--- src/rtl/dz_csr_scan_pkg.sv ---
// Shared CSR field positions, scanner states and the device-bus lane helper
// for the DZ multiplexer CSR/scanner.
package dz_csr_scan_pkg;

    localparam int CSR_TRDY  = 15;
    localparam int CSR_TIE   = 14;
    localparam int CSR_SA    = 13;
    localparam int CSR_SAE   = 12;
    localparam int CSR_TLN_H = 11;
    localparam int CSR_TLN_L = 8;
    localparam int CSR_RDONE = 7;
    localparam int CSR_RIE   = 6;
    localparam int CSR_MSE   = 5;
    localparam int CSR_CLR   = 4;
    localparam int CSR_MAINT = 3;

    typedef enum logic [1:0] {
        ST_SCAN = 2'd0,
        ST_HOLD = 2'd1,
        ST_WAIT = 2'd2
    } scan_state_t;

    // Device data is big-endian over 36 bits; bit 35 carries CSR bit 0.
    function automatic logic [15:0] csr_lane(input logic [0:35] d);
        logic [15:0] r;
        r = '0;
        for (int k = 0; k < 16; k++) begin
            r[k] = d[35-k];
        end
        return r;
    endfunction

endpackage

--- src/rtl/dz_csr_scan_oneshot.sv ---
// Reloadable down-counting one-shot; busy while the count is non-zero.
// Load wins over clear so a same-cycle restart is never lost.
module dz_oneshot #(
    parameter int COUNT = 750
) (
    input  logic clk,
    input  logic rst,
    input  logic i_load,
    input  logic i_clear,
    output logic o_busy
);

    localparam int W = $clog2(COUNT) + 1;
    localparam logic [W-1:0] LOAD = W'(COUNT);

    logic [W-1:0] r_cnt;

    always_ff @(posedge clk or posedge rst) begin
        if (rst) begin
            r_cnt <= '0;
        end else if (i_load) begin
            r_cnt <= LOAD;
        end else if (i_clear) begin
            r_cnt <= '0;
        end else if (r_cnt != '0) begin
            r_cnt <= r_cnt - 1'b1;
        end
    end

    assign o_busy = (r_cnt != '0);

endmodule

--- src/rtl/dz_csr_scan.sv ---
// DZ multiplexer CSR with round-robin transmit line scanner and
// gated TX/RX interrupt requests.
module dz_csr_scan
    import dz_csr_scan_pkg::*;
#(
    parameter int NLINES = 16,
    parameter int CLKFRQ = 50000000,
    parameter int CLR_US = 15
) (
    input  logic              clk,
    input  logic              rst,
    input  logic              devRESET,
    input  logic              devLOBYTE,
    input  logic              devHIBYTE,
    input  logic [0:35]       devDATAI,
    input  logic              csrWRITE,
    input  logic              tdrWRITE,
    input  logic              rbufRDONE,
    input  logic              rbufSA,
    input  logic [NLINES-1:0] uartTXEMPTY,
    input  logic [NLINES-1:0] tcrLIN,
    output logic [15:0]       regCSR,
    output logic              txINTR,
    output logic              rxINTR
);

    localparam int LW = $clog2(NLINES);
    localparam int CLR_CNT =
        int'((64'(CLR_US) * 64'(CLKFRQ)) / 64'd1000000);

    logic [15:0]   w_data;
    logic          w_clr;
    logic          w_force;
    logic          w_tdr_lo;
    logic          w_clr_load;
    logic          w_trdy;
    logic [3:0]    w_tline4;
    logic          w_unused;

    logic          r_tie;
    logic          r_sae;
    logic          r_rie;
    logic          r_mse;
    logic          r_maint;
    scan_state_t   r_state;
    logic [LW-1:0] r_scan;
    logic [LW-1:0] r_tline;

    assign w_data     = csr_lane(devDATAI);
    assign w_force    = w_clr | devRESET;
    assign w_tdr_lo   = tdrWRITE & devLOBYTE;
    assign w_clr_load = csrWRITE & devLOBYTE & w_data[CSR_CLR];
    assign w_unused   = ^{devDATAI[0:19], w_data[15], w_data[13],
                          w_data[11:7], w_data[2:0]};

    dz_oneshot #(
        .COUNT (CLR_CNT)
    ) u_clr (
        .clk     (clk),
        .rst     (rst),
        .i_load  (w_clr_load),
        .i_clear (devRESET),
        .o_busy  (w_clr)
    );

    // A running clear discards writes, even ones landing in the same cycle.
    always_ff @(posedge clk or posedge rst) begin
        if (rst) begin
            r_tie   <= 1'b0;
            r_sae   <= 1'b0;
            r_rie   <= 1'b0;
            r_mse   <= 1'b0;
            r_maint <= 1'b0;
        end else if (w_force) begin
            r_tie   <= 1'b0;
            r_sae   <= 1'b0;
            r_rie   <= 1'b0;
            r_mse   <= 1'b0;
            r_maint <= 1'b0;
        end else if (csrWRITE) begin
            if (devHIBYTE) begin
                r_tie <= w_data[CSR_TIE];
                r_sae <= w_data[CSR_SAE];
            end
            if (devLOBYTE) begin
                r_rie   <= w_data[CSR_RIE];
                r_mse   <= w_data[CSR_MSE];
                r_maint <= w_data[CSR_MAINT];
            end
        end
    end

    always_ff @(posedge clk or posedge rst) begin
        if (rst) begin
            r_state <= ST_SCAN;
            r_scan  <= '0;
            r_tline <= '0;
        end else if (w_force) begin
            r_state <= ST_SCAN;
            r_scan  <= '0;
            r_tline <= '0;
        end else begin
            unique case (r_state)
                ST_SCAN: begin
                    if (r_mse) begin
                        if (tcrLIN[r_scan] & uartTXEMPTY[r_scan]) begin
                            r_tline <= r_scan;
                            r_state <= ST_HOLD;
                        end else begin
                            r_scan <= r_scan + 1'b1;
                        end
                    end
                end
                ST_HOLD: begin
                    if (!tcrLIN[r_tline] || !r_mse) begin
                        r_scan  <= r_tline + 1'b1;
                        r_state <= ST_SCAN;
                    end else if (w_tdr_lo) begin
                        r_state <= ST_WAIT;
                    end
                end
                ST_WAIT: begin
                    // Resume past the served line so every line gets a turn.
                    if (!w_tdr_lo) begin
                        r_scan  <= r_tline + 1'b1;
                        r_state <= ST_SCAN;
                    end
                end
                default: begin
                    r_state <= ST_SCAN;
                end
            endcase
        end
    end

    assign w_trdy   = (r_state != ST_SCAN);
    assign w_tline4 = 4'(r_tline);

    assign regCSR = {w_trdy, r_tie, rbufSA, r_sae, w_tline4,
                     rbufRDONE, r_rie, r_mse, w_clr, r_maint, 3'b000};

    assign txINTR = w_trdy & r_tie;
    assign rxINTR = r_rie & (r_sae ? rbufSA : rbufRDONE);

endmodule

--- config.mk ---
export PLATFORM = sky130hd
export DESIGN_NAME = dz_csr_scan
export DESIGN_NICKNAME = d
export VERILOG_FILES = /design/src/rtl/dz_csr_scan_pkg.sv /design/src/rtl/dz_csr_scan_oneshot.sv /design/src/rtl/dz_csr_scan.sv
export SDC_FILE = /design/constraint.sdc
export NUM_CORES = 1
export LEC_CHECK = 0
export CORE_UTILIZATION = 37
export CTS_CLUSTER_SIZE = 25
export DETAILED_ROUTE_END_ITERATION = 6
export PLACE_DENSITY = 0.85
export SYNTH_ARGS = -nofsm -noshare
export SYNTH_HDL_FRONTEND = slang
export SYNTH_SLANG_ARGS = --single-unit
--- constraint.sdc ---
create_clock -name clk -period 2.4 [get_ports clk]
set_clock_uncertainty 0.2 [all_clocks]
set_input_delay 0.72 -clock clk [delete_from_list [all_inputs] [get_ports clk]]
set_output_delay 0.72 -clock clk [all_outputs]
set_load 0.02 [all_outputs]
==> metrics.md, run 1 <==
| Metric | Value |
|---|---|
| Routed Wire Length | `6268 um` |
| Row count | `26` |
| Final #Nets | `397` |
| Die area | `5723 um2` |
| Htree depth | `1` |
| Core outline area | `5172 um2` |
| Asr flop ratio synth | `1.000` |
| # IOs | `95` |
| Cell area power density | `492.4 nW/um2` |
| Die X | `75.65 um` |
| CTS tree | `built` |
| Placed Instances | `363` |
| Seq/Total Area, Yosys | `0.3242` |
| Fraction of layout cells with a size suffix above 1 | `0.3642` |
| Post-synth EDFFs | `0` |
| Hold Crit Class | `reg -> reg` |
| Cts hold-fix bufs | `0` |
| CP Data Arrival Time | `2.48 ns` |
| Maximum vdd ir drop | `0.7065 mV` |
| Drc violations | `0` |
| Crit path max-delay family | `compound AO/OA/AOI/OAI gates` |
| Via-per-instance ratio | `5.384` |
| Initial DRC count | `82` |
| Seq cells post-synth | `26` |
| IO buf count | `61` |
| Final core utilization | `0.6093` |
| Final Power | `1.552 mW` |
| Pleak | `1.355 nW` |
| Yosys cell types | `57` |
| Cell Area, Synth | `2007 um2` |
| Synthesis-to-layout area growth | `57.04%` |
| Antenna cells | `0` |
| Crit path capture type | `register` |
| Failing checks | `negative setup slack` |
| Vias | `2062` |
| Startpoint Class | `input pin` |
| Mapped Cells | `215` |
| Buf/Inv on CP | `1` |
| 1st-pass router iterations | `4` |
| Clk_lat worst skew | `0.27 ns` |
| Final cell count without fillers | `383` |
| CTS Buffer Depth | `2` |
| Highest Clock Rate | `396.9 MHz` |
| First-pass GRT wire length | `9508 um` |
| Initial antenna violation count | `0` |
| Finished Cell Area | `3152 um2` |
| Pin count of the biggest net entering global routing | `27` |
| Clock-pin transition on the worst setup and hold timing paths | `0.09 ns` |
| RSZ-0062 raised after global routing | `yes` |
| Worst path slowest cell | `or4_4` |
| Worst slack, placed | `-0.7378 ns` |
| CTS Buf Count | `3` |
| Height of the die | `75.65 um` |
| CTS root buffer | `clkbuf_8` |
| Wire length per cell | `16.37 um` |
| Largest stage delay on the critical path | `0.52 ns` |
| Vias in the first global route | `2109` |
| Setup WS post-layout | `-0.1193 ns` |
| Grt ovf | `0` |
| Setup CP Type | `in -> reg` |
| Status | `finished, violations left` |
| Ys flop type | `dfrtp_1` |
| Final Hold Violating Endpoints | `0` |
| Initial Util | `0.3880` |
| Syn Area/Cell | `9.335 um2` |
| Crit share post-route | `1.050` |
| CTS sink count | `26` |
| Post-DP HPWL | `4242 um` |
| WP data required | `2.36 ns` |
| Synth warn | `0` |
| CP Cell Sequence | `buf_6, and4b_1, or4_4, o21ai_4, a211oi_4, a221o_1, a22o_1` |
| Antenna viol nets, final | `0` |
| Crit path max fanout | `4` |
| Max Cap Violations | `0` |
| Placer Congestion | `0.8636` |
| Cell Area, Placed | `2853 um2` |
| Min cycle time layout | `2.519 ns` |
| Max Slew Vio Count | `0` |
| GRT Util Overall | `0.2241` |
| Final setup fails | `11` |
area by class of cell:
cell class | count | area [um2]
inverter | 10 | 41.29
tap | 70 | 87.58
multi-input combinational | 158 | 1344
fill | 425 | 2021
sequential | 26 | 654.4
timing repair buffer | 116 | 983.4
clock buffer | 3 | 41.29
routing by layer:
| layer | wire (um) | vias up | global-route usage |
|---|---|---|---|
| met2 | 3349 | 83 | 0.4167 |
| li1 | - | 978 | - |
| met1 | 2412 | 989 | 0.2571 |
| met4 | 109 | 0 | 0.07819 |
| met5 | 0 | - | 0 |
| met3 | 396 | 12 | 0.04101 |
tightest hold or removal path, cell delays in order (launching register included):
cell and delay [ns]:
dfrtp_1 0.39, nand2_1 0.06, a21oi_1 0.06
registers in the layout, summed over array words and instances (netlist names):
register / cells
r_tline: 4
r_tie: 1
r_sae: 1
r_rie: 1
r_maint: 1
r_scan: 4
r_state: 2
u_clr.r_cnt: 11
r_mse: 1
final timing paths:
kind	from	to	slack, ns	cells past startpoint
setup / recovery	tcrLIN[2]	r_scan[2]	-0.12	7
hold / removal	r_maint	r_maint	0.34	2
setup reg to reg	r_scan[1]	r_scan[2]	-0.08	6
hold reg to reg	r_maint	r_maint	0.34	2
max in group asynchronous	rst	r_scan[1]	1.13	3
min in group asynchronous	rst	r_state[0]	0.60	3
Yosys cell counts, drive strengths merged (3+ instances only):
master | number | area [um2]
mux2i | 12 | 120.1
a22o | 4 | 35.03
buf | 17 | 136.4
clkbuf | 6 | 22.52
nand2 | 19 | 71.32
xor2 | 3 | 26.28
nor3 | 8 | 40.04
nor3b | 3 | 22.52
nand4b | 3 | 26.28
nor2 | 11 | 41.29
nor2b | 3 | 18.77
nand3b | 3 | 35.03
xnor2 | 4 | 35.03
nand3 | 10 | 50.05
dfrtp | 26 | 650.6
a2111oi | 3 | 63.81
a211oi | 4 | 40.03
o21ai | 12 | 71.32
and3b | 3 | 27.53
inv | 10 | 37.54
ha | 5 | 62.56
or3 | 6 | 37.54
a21oi | 10 | 50.05
cell families after synthesis:
group                      synth area share
other                              0.001869
xor gates and xnor gates            0.03055
muxes                               0.08791
DFF                                  0.3242
AOI/OAI and AO/OA                    0.1995
adders and majority gates           0.03117
buffers and inverters               0.09788
and+or+nand+nor                      0.2269
where the power goes:
part | switching (mW) | leakage [nW] | internal, mW | total [mW]
combinational | 0.347 | 0.986 | 0.411 | 0.758
sequential | 0.0487 | 0.347 | 0.498 | 0.547
clock | 0.135 | 0.0216 | 0.113 | 0.247
total | 0.530 | 1.36 | 1.02 | 1.55
placed cells by master (no fill, tap or decap), drive strengths merged, types with 8 or more instances in the layout:
cell	synthesis	routed
inv	10	9
nand2	19	19
buf	17	67
clkdlybuf4s50	0	26
o21ai	12	12
nor3	8	8
dfrtp	26	26
dlygate4sd2	0	16
mux2i	12	12
nor2	11	11
a21oi	10	10
nand3	10	10
what timing repair did:
action                     4_1_cts  5_1_grt
buffers inserted                15        5
setup endpoints to repair       17       14
pin swaps                       30       18
resized for setup               96       31
through the flow:
stage	setup TNS (ns)	hold WS [ns]
2_1_floorplan	-0.5169	0.2916
3_3_place_gp	-7.349	0.3159
3_5_place_dp	-7.638	0.3337
6_report	-0.6242	0.3433
5_1_grt	-1.421	0.3729
4_1_cts	-0.6087	0.3460
(Power assumes the default switching activity.)
==> run 2, diff against run 1 <==
--- a/config.mk
+++ b/config.mk
@@ -5,10 +5,11 @@
 export SDC_FILE = /design/constraint.sdc
 export NUM_CORES = 1
 export LEC_CHECK = 0
-export CORE_UTILIZATION = 37
+export CORE_UTILIZATION = 40
 export CTS_CLUSTER_SIZE = 25
 export DETAILED_ROUTE_END_ITERATION = 6
-export PLACE_DENSITY = 0.85
+export PLACE_DENSITY = 0.88
+export SLEW_MARGIN = 20
 export SYNTH_ARGS = -nofsm -noshare
 export SYNTH_HDL_FRONTEND = slang
 export SYNTH_SLANG_ARGS = --single-unit
==> constraint.sdc (replaced) <==
create_clock -name clk -period 2.8 [get_ports clk]
set_clock_uncertainty 0.2 [all_clocks]
set_input_delay 0.84 -clock clk [delete_from_list [all_inputs] [get_ports clk]]
set_output_delay 0.84 -clock clk [all_outputs]
set_load 0.02 [all_outputs]
==> run 2 against run 1 <==
The flow now finishes without violations. Via count is 6.7% lower. Routed wire length is 12% lower. Total power is 16% lower.
==> metrics.md, run 2 (same netlist as run 1, synthesis figures left out) <==
| Metric | Value |
|---|---|
| Status | `completed` |
| Clk_lat worst skew | `0.27 ns` |
| Synthesis-to-layout area growth | `46.82%` |
| Crit share post-route | `0.9771` |
| Highest Clock Rate | `365.5 MHz` |
| Filler instances | `406` |
| GRT Util Overall | `0.2020` |
| Row count | `25` |
| 1st-pass router iterations | `4` |
| Commonest cells after routing, fill and taps aside | `40 x clkdlybuf4s50_1, 25 x buf_4, 25 x dfrtp_1` |
| Clock-pin transition on the worst setup and hold timing paths | `0.10 ns` |
| Switching part of the total power | `0.3210` |
| CTS Buffer Depth | `2` |
| Drc violations | `0` |
| Largest Register | `u_clr.r_cnt` |
| Die area | `5304 um2` |
| # IOs | `95` |
| Hold Crit Class | `reg -> reg` |
| Commonest non-fill, non-tap cell in the layout | `clkdlybuf4s50_1` |
| WP data required | `1.76 ns` |
| CTS Buf Count | `3` |
| Sequential power share | `0.375` |
| Final Hold Violating Endpoints | `0` |
| Maximum vdd ir drop | `0.3623 mV` |
| Psw | `0.4175 mW` |
| Min cycle time layout | `2.736 ns` |
| Crit path max fanout | `6` |
| Initial Util | `0.4193` |
| Grt ovf | `0` |
| Height of the die | `72.83 um` |
| Logic gate share of total power | `0.386` |
| Initial DRC count | `87` |
| Largest registers | `u_clr.r_cnt (11), r_scan (4), r_tline (4)` |
| Crit path capture type | `output pin` |
| Wire length per cell | `15.59 um` |
| Max Slew Vio Count | `0` |
| Cts hold-fix bufs | `0` |
| Slew margin rel. | `0.6645` |
| Register area | `651.9 um2` |
| Clock power share | `0.238` |
| Fraction of layout cells with a size suffix above 1 | `0.2168` |
| Antenna viol nets, final | `0` |
| CTS sink count | `26` |
| Core outline area | `4786 um2` |
| Routed Wire Length | `5502 um` |
| Largest register FFs | `11` |
| Pin count of the biggest net entering global routing | `19` |
| Via-per-instance ratio | `5.450` |
| Die X | `72.83 um` |
| CTS root buffer | `clkbuf_8` |
| Vias in the first global route | `1839` |
| Startpoint Class | `register` |
| Cell area power density | `441.3 nW/um2` |
| Post-DP HPWL | `3986 um` |
| Internal power | `0.8830 mW` |
| Vias | `1924` |
| Measured slew at the worst slew-check pin | `0.4989 ns` |
| Pleak | `1.261 nW` |
| IO buf count | `61` |
| Setup CP Type | `reg -> out` |
| Final core utilization | `0.6157` |
| Placer Congestion | `0.8632` |
| Initial antenna violation count | `0` |
| Max Cap Violations | `0` |
| TNS Setup | `0 ns` |
| R2R setup slack | `0.13 ns` |
| CTS tree | `built` |
| Final setup fails | `0` |
| Final #Nets | `369` |
| CP Data Arrival Time | `1.70 ns` |
| Multi-input logic area | `1277 um2` |
| Htree depth | `1` |
| First-pass GRT wire length | `8273 um` |
| Antenna cells | `0` |
## run 2: cell types whose count changed in the layout (fill, tap and decap cells not counted), moves of 3 or more
cell | previous run | this run
inv_1 | 7 | 10
buf_4 | 49 | 25
buf_6 | 10 | 2
clkdlybuf4s50_1 | 26 | 40
dlymetal6s2s_1 | 3 | 11
dlygate4sd2_1 | 16 | 7
buf_2 | 8 | 1
## run 2: path summary, 6_finish.rpt
check	startpoint	endpoint	depth (start not counted)
min in group asynchronous	rst	r_maint	2
worst min-delay path	r_rie	r_rie	2
worst max register to register	r_scan[0]	r_scan[2]	6
worst max-delay path	r_state[0]	txINTR	4
max in group asynchronous	rst	u_clr.r_cnt[10]	3
worst min register to register	r_rie	r_rie	2
## run 2: stage by stage
step	setup slack (ns)	cells	total power [mW]	hold WS [ns]	cell area (um2)
floorplan	0.05475	217	0.7743	0.2771	2014
global placement	-0.4330	343	0.9403	0.2950	2708
finish	0.06401	353	1.300	0.3418	2947
CTS	0.00004641	348	1.280	0.3497	2818
detailed placement	-0.4672	343	0.9518	0.3026	2708
global route	-0.009085	353	1.373	0.3757	2947
## run 2: layer usage
layer	GRT usage	routed length (um)	vias to the layer above
met5	0	0	-
met4	0.07407	129	0
met3	0.02762	263	14
met2	0.3686	2867	67
met1	0.2412	2242	925
li1	-	-	918
## run 2: timing repair
item,in CTS,in global routing
endpoints found under the setup margin,15,13
gates resized for setup,20,33
pin swaps,13,19
buffers inserted,1,5
endpoints found under the hold margin,0,0
## run 2: power groups by stage
stage / Clock, mW / Sequential, mW / Combinational, mW
floorplan: 0 / 0.473 / 0.301
global placement: 0 / 0.477 / 0.463
detailed placement: 0 / 0.481 / 0.470
CTS: 0.315 / 0.480 / 0.485
global route: 0.328 / 0.494 / 0.552
finish: 0.310 / 0.488 / 0.502
## run 2: area by class of cell
class                      count  area share
clock buffer                   3     0.01401
clock inverter                 1     0.01019
inverter                      10     0.01274
multi-input combinational    158      0.4335
sequential                    26      0.2212
tap                           67     0.02845
timing repair buffer          88      0.2798
## run 2: worst max-delay path, cell delays in order (launching register included)
cell	delay [ns]
dfrtp_1	0.37
inv_1	0.08
ha_2	0.25
nor2b_1	0.12
clkdlybuf4s50_1	0.60
